===== config.mk =====
export PLATFORM = sky130hd
export DESIGN_NAME = receiver
export DESIGN_NICKNAME = d
export VERILOG_FILES = /design/src/rtl/receiver.sv
export SDC_FILE = /design/constraint.sdc
export NUM_CORES = 1
export LEC_CHECK = 0
export CAP_MARGIN = 20
export CORE_MARGIN = 2
export CORE_UTILIZATION = 56
export DETAILED_ROUTE_END_ITERATION = 6
export MAX_ROUTING_LAYER = met4
export PLACE_DENSITY = 0.77
export SKIP_CTS_REPAIR_TIMING = 1
export SYNTH_ARGS = -nofsm -noshare
export SYNTH_HDL_FRONTEND = slang
export SYNTH_SLANG_ARGS = --single-unit

===== constraint.sdc =====
create_clock -name clk -period 3 [get_ports clk]
set_clock_uncertainty 0.2 [all_clocks]
set_input_delay 0.9 -clock clk [delete_from_list [all_inputs] [get_ports clk]]
set_output_delay 0.9 -clock clk [all_outputs]
set_load 0.1 [all_outputs]

===== src/rtl/receiver.sv =====
// -----------------------------------------------------------------------------
// receiver: serial receive end of the UART link.
//
// Recovers frames of the form start(0), d1..d7, d0, stop(1), stop(1), one bit
// per CLKS_PER_BIT clocks. The byte is put back into data[7:0] order and
// handed to the local consumer over a four-phase req/ack handshake.
//
// Ports
//   clk   in   1  system clock, all state updates on posedge
//   clr   in   1  synchronous reset, active-low
//   rcv   in   1  serial line, asynchronous to clk, idles high
//   ack   in   1  consumer acknowledge, four-phase
//   data  out  8  received byte, valid while req=1, held until next delivery
//   req   out  1  byte available
//   ferr  out  1  one-cycle pulse: first stop bit sampled 0, frame discarded
//   ovr   out  1  sticky overrun: frame completed while handshake busy
//   busy  out  1  receive FSM not idle
// -----------------------------------------------------------------------------
module receiver #(
    parameter int unsigned DIVIDE = 580,
    parameter int unsigned TICKS  = 9
) (
    input  logic       clk,
    input  logic       clr,
    input  logic       rcv,
    input  logic       ack,
    output logic [7:0] data,
    output logic       req,
    output logic       ferr,
    output logic       ovr,
    output logic       busy
);

    localparam int unsigned CLKS_PER_BIT = DIVIDE * TICKS;
    localparam int unsigned HALF         = CLKS_PER_BIT / 2;
    localparam int unsigned CNT_W        = 13;
    localparam int unsigned IDX_W        = 3;
    localparam int unsigned BYTE_W       = 8;

    localparam logic [CNT_W-1:0] HALF_LAST = CNT_W'(HALF - 1);
    localparam logic [CNT_W-1:0] BIT_LAST  = CNT_W'(CLKS_PER_BIT - 1);
    localparam logic [IDX_W-1:0] IDX_LAST  = IDX_W'(7);

    typedef enum logic [1:0] {
        R_IDLE  = 2'd0,
        R_START = 2'd1,
        R_DATA  = 2'd2,
        R_STOP  = 2'd3
    } r_state_t;

    typedef enum logic [1:0] {
        H_IDLE    = 2'd0,
        H_WAIT_HI = 2'd1,
        H_WAIT_LO = 2'd2
    } h_state_t;

    // ------------------------------------------------------------------
    // Input synchronizer and start-edge detection
    // ------------------------------------------------------------------
    logic       sync1;
    logic       sync2;
    logic       rs_prev;
    logic [1:0] flush;
    logic       armed;
    logic       rs;
    logic       fall_c;

    assign rs = sync2;

    // flush marks when sync2 holds a real line sample rather than its reset
    // value; armed requires one genuine high sample, so a line held low
    // through reset never looks like a start edge.
    always_ff @(posedge clk) begin
        if (!clr) begin
            sync1   <= 1'b1;
            sync2   <= 1'b1;
            rs_prev <= 1'b1;
            flush   <= 2'b00;
            armed   <= 1'b0;
        end else begin
            sync1   <= rcv;
            sync2   <= sync1;
            rs_prev <= sync2;
            flush   <= {flush[0], 1'b1};
            if (flush[1] && sync2) begin
                armed <= 1'b1;
            end
        end
    end

    assign fall_c = armed & rs_prev & ~rs;

    // ------------------------------------------------------------------
    // Receive FSM
    // ------------------------------------------------------------------
    r_state_t           r_state;
    r_state_t           r_next;
    logic [CNT_W-1:0]   cyc;
    logic [IDX_W-1:0]   idx;
    logic [BYTE_W-1:0]  shreg;
    logic               half_end_c;
    logic               bit_end_c;
    logic               cyc_clr_c;
    logic               cyc_inc_c;
    logic               idx_clr_c;
    logic               shift_c;
    logic               deliver_c;
    logic               ferr_c;
    logic [IDX_W-1:0]   slot_bit_c;

    assign half_end_c = (cyc == HALF_LAST);
    assign bit_end_c  = (cyc == BIT_LAST);
    // Wire slot k carries data bit (k+1) mod 8; 3-bit add wraps slot 7 to d0.
    assign slot_bit_c = idx + IDX_W'(1);

    // State register
    always_ff @(posedge clk) begin
        if (!clr) begin
            r_state <= R_IDLE;
        end else begin
            r_state <= r_next;
        end
    end

    // Next-state logic
    always_comb begin
        r_next = r_state;
        case (r_state)
            R_IDLE: begin
                if (fall_c) begin
                    r_next = R_START;
                end
            end
            R_START: begin
                if (half_end_c) begin
                    r_next = rs ? R_IDLE : R_DATA;
                end
            end
            R_DATA: begin
                if (bit_end_c && (idx == IDX_LAST)) begin
                    r_next = R_STOP;
                end
            end
            R_STOP: begin
                if (bit_end_c) begin
                    r_next = R_IDLE;
                end
            end
            default: r_next = R_IDLE;
        endcase
    end

    // Control strobes for the bit-timing datapath
    always_comb begin
        cyc_clr_c = 1'b0;
        cyc_inc_c = 1'b0;
        idx_clr_c = 1'b0;
        shift_c   = 1'b0;
        deliver_c = 1'b0;
        ferr_c    = 1'b0;
        case (r_state)
            R_IDLE: begin
                cyc_clr_c = 1'b1;
                idx_clr_c = 1'b1;
            end
            R_START: begin
                if (half_end_c) begin
                    cyc_clr_c = 1'b1;
                    idx_clr_c = 1'b1;
                end else begin
                    cyc_inc_c = 1'b1;
                end
            end
            R_DATA: begin
                if (bit_end_c) begin
                    cyc_clr_c = 1'b1;
                    shift_c   = 1'b1;
                end else begin
                    cyc_inc_c = 1'b1;
                end
            end
            R_STOP: begin
                if (bit_end_c) begin
                    cyc_clr_c = 1'b1;
                    deliver_c = rs;
                    ferr_c    = ~rs;
                end else begin
                    cyc_inc_c = 1'b1;
                end
            end
            default: begin
                cyc_clr_c = 1'b1;
                idx_clr_c = 1'b1;
            end
        endcase
    end

    // Cycle counter, slot index and byte assembly
    always_ff @(posedge clk) begin
        if (!clr) begin
            cyc   <= '0;
            idx   <= '0;
            shreg <= '0;
        end else begin
            if (cyc_clr_c) begin
                cyc <= '0;
            end else if (cyc_inc_c) begin
                cyc <= cyc + CNT_W'(1);
            end
            if (idx_clr_c) begin
                idx <= '0;
            end else if (shift_c) begin
                idx <= idx + IDX_W'(1);
            end
            if (shift_c) begin
                shreg[slot_bit_c] <= rs;
            end
        end
    end

    // ------------------------------------------------------------------
    // Handshake FSM
    // ------------------------------------------------------------------
    h_state_t h_state;
    h_state_t h_next;
    logic     accept_c;
    logic     ovr_set_c;

    // A delivery is taken when the consumer side is idle, or when it is
    // just finishing the handshake (ack already low) on the same cycle.
    always_comb begin
        accept_c  = 1'b0;
        ovr_set_c = 1'b0;
        if (deliver_c) begin
            if ((h_state == H_IDLE) || ((h_state == H_WAIT_LO) && !ack)) begin
                accept_c = 1'b1;
            end else begin
                ovr_set_c = 1'b1;
            end
        end
    end

    // State register
    always_ff @(posedge clk) begin
        if (!clr) begin
            h_state <= H_IDLE;
        end else begin
            h_state <= h_next;
        end
    end

    // Next-state logic
    always_comb begin
        h_next = h_state;
        case (h_state)
            H_IDLE: begin
                if (accept_c) begin
                    h_next = H_WAIT_HI;
                end
            end
            H_WAIT_HI: begin
                if (ack) begin
                    h_next = H_WAIT_LO;
                end
            end
            H_WAIT_LO: begin
                if (accept_c) begin
                    h_next = H_WAIT_HI;
                end else if (!ack) begin
                    h_next = H_IDLE;
                end
            end
            default: h_next = H_IDLE;
        endcase
    end

    // Registered outputs
    always_ff @(posedge clk) begin
        if (!clr) begin
            data <= '0;
            req  <= 1'b0;
            ferr <= 1'b0;
            ovr  <= 1'b0;
            busy <= 1'b0;
        end else begin
            if (accept_c) begin
                data <= shreg;
            end
            req  <= (h_next == H_WAIT_HI);
            ferr <= ferr_c;
            if (ovr_set_c) begin
                ovr <= 1'b1;
            end
            busy <= (r_next != R_IDLE);
        end
    end

endmodule

==> metrics.md <==
| Metric | Value |
|---|---|
| Status | `completed` |
| Worst Path Max Fanout | `15` |
| Root Driver | `clkbuf_4` |
| Fin area | `2158 um2` |
| Std-Cell Rows | `21` |
| Num ports | `16` |
| Final Non-Filler Cells | `265` |
| Final hold slack | `0.2506 ns` |
| DRT iter0 DRCs | `44` |
| Count of final setup violators | `0` |
| Most frequent cells after synthesis | `dfxtp_1 (46), nand2_1 (25), mux2i_1 (17)` |
| Largest area contributor in the netlist | `dfxtp_1` |
| PortBufs | `15` |
| Die area | `4021 um2` |
| Antenna-violating nets left | `0` |
| Synth Area per Inst | `9.550 um2` |
| TritonCTS Sinks | `46` |
| First-pass GRT wire length | `about 6.7 mm` |
| Worst-path clk slew | `between 0.1 and 0.15 ns` |
| Min setup slack post-route | `roughly 0.45 ns` |
| Slew Limit Fails | `0` |
| Synth-to-layout area growth | `9.177%` |
| Die H | `63.42 um` |
| Floorplan core area | `roughly 3400 um2` |
| Skew-Pair Late Insertion Delay | `0.34 ns` |
| Post-Route Utilization | `0.6417` |
| Yosys cell types | `41` |
| Hold WC Path Type | `flop to flop` |
| Fmax | `about 390 MHz` |
| Routed len/inst | `14.05 um` |
| Crit-path cells | `or4_1, or4_4, o211ai_1, nor2_1` |
| Delay-heaviest family, CP | `simple AND/OR/NAND/NOR gates` |
| Setup crit end kind | `flop` |
| Leak pwr | `0.7181 nW` |
| Vias | `around 1,500` |
| GRT Total Usage | `0.2124` |
| Max Root-Sink Buffers | `2` |
| Syn. warnings | `0` |
| Worst vdd ir | `0.3384 mV` |
| Placer congestion estimate | `0.8113` |
| Crit path buffers/inverters | `0` |
| CTS tree | `built` |
| Post-DP HPWL | `2.664 mm` |
| TritonCTS Buffers | `5` |
| Drt pass-1 iters | `4` |
| Layout cell share with drive strength beyond 1 | `0.1279` |
| Most numerous cell in the Yosys netlist | `dfxtp_1` |
| Post-synth EDFFs | `0` |
| Final worst path period share | `0.8499` |
| Synth area leaders | `dfxtp_1 (47%), mux2i_1 (8.6%), nand2_1 (4.7%)` |
| Power density cells | `423.7 nW/um2` |
| Post-synth net total | `between 200 and 250` |
| Rel. slew slack | `0.3288` |
| Vias in the first global route | `1,483` |
| Largest net degree at the start of global routing | `21` |
| Placed cell count | `259` |
| Crit path DAT | `2.55 ns` |
| Total of max-cap violations | `0` |
| Die Wd | `63.42 um` |
| Async set or reset register ratio after synthesis | `0` |
| Antenna violations before repair | `0` |
| Worst Setup Start Kind | `flop` |
| Actual slew at the worst max-slew pin | `approximately 1 ns` |
| Slowest-stage cell, CP | `or4_1` |
| Vias per cell | `around 5.7` |
| Synthesized area | `1977 um2` |
| Antenna diode count | `0` |
| Sequential area share after synthesis | `0.4658` |
| Top FF cell, synth | `dfxtp_1` |
| Tot Pwr | `0.9145 mW` |
| CP peak stage delay | `0.62 ns` |
| Fin. Hold Viols | `0` |
| Grt total ovfl | `0` |
| Fin Setup TNS | `0 ns` |
| Cells after synthesis | `207` |
| CTS H-Tree Depth | `2` |
| Place WS | `0.3406 ns` |
| Remaining DRCs | `0` |
| Placement Cell Area | `between 2000 and 2500 um2` |
| Synth top area share | `0.4658` |
| Unrepaired setup endpoints after global routing | `no` |
| Setup CP Type | `flop to flop` |
| CP Data Required Time | `roughly 3.0 ns` |
| Synthesized flop and latch total | `46` |
| Final min period | `2.550 ns` |
| Initial Util | `0.5878` |
| Nets | `228` |
| Routed wire length | `3.724 mm` |
## logic make-up (layout without fill, tap and decap cells)
kind of cell / after synthesis / count (layout) / share of synthesized area
AND/OR/NAND/NOR: 90 / 90 / 0.2576
buffers and inverters: 16 / 28 / 0.04303
multiplexers: 17 / 17 / 0.08607
adder cells (fa/ha/maj): 4 / 4 / 0.02532
XOR/XNOR: 10 / 10 / 0.04430
flip-flops: 46 / 46 / 0.4658
AO/OA/AOI/OAI: 24 / 24 / 0.07785
## report_power, final
group	switching [mW]	internal, mW
logic	0.0108	0.00822
clock network	0.173	0.106
registers	0.00229	0.614
total	0.186	0.729
## layer usage
layer  wire length, um  up-vias  track usage
met5                 0        -            -
met4                61        0      0.07337
li1                  -      755            -
met1              1737      706       0.2684
met3               145        7      0.05179
met2              1780       33       0.3329
## layout make-up
type	count	area, um2
Fill cell	300	1205
Multi-Input combinational cell	145	970.9
Sequential cell	46	920.9
Timing Repair Buffer	18	142.6
Tap cell	46	57.56
Clock buffer	6	51.30
Inverter	4	15.01
## registers in the layout (all words and copies together) (netlist names)
| name | count |
|---|---|
| cyc | 13 |
| data | 8 |
| shreg | 8 |
| idx | 3 |
| flush | 2 |
| h_state | 2 |
| r_state | 2 |
| armed | 1 |
| busy | 1 |
| ferr | 1 |
| ovr | 1 |
| req | 1 |
| rs | 1 |
| rs_prev | 1 |
| sync1 | 1 |
## cell usage in the layout, fill, tap and decap left out, types with 4 or more instances in the layout
master / instances
a21oi_1: 8
buf_4: 15
clkbuf_4: 5
dfxtp_1: 46
ha_1: 4
inv_1: 4
mux2i_1: 17
nand2_1: 25
nand2b_1: 5
nand3_1: 7
nand4_1: 4
nor2_1: 14
nor3_1: 6
nor4_1: 4
o21a_1: 4
o21ai_0: 5
xnor2_1: 4
xor2_1: 6
## final timing paths
path / startpoint / to / slack (ns) / cells after the start
worst max-delay path: cyc[2]$_SDFFE_PP0P_ / cyc[7]$_SDFFE_PP0P_ / 0.45 / 4
worst min register to register: flush[0]$_DFF_P_ / flush[1]$_SDFF_PN0_ / 0.25 / 1
worst min-delay path: flush[0]$_DFF_P_ / flush[1]$_SDFF_PN0_ / 0.25 / 1
worst max register to register: cyc[2]$_SDFFE_PP0P_ / cyc[7]$_SDFFE_PP0P_ / 0.45 / 4
Note: power is estimated with default switching activity, not from simulation.
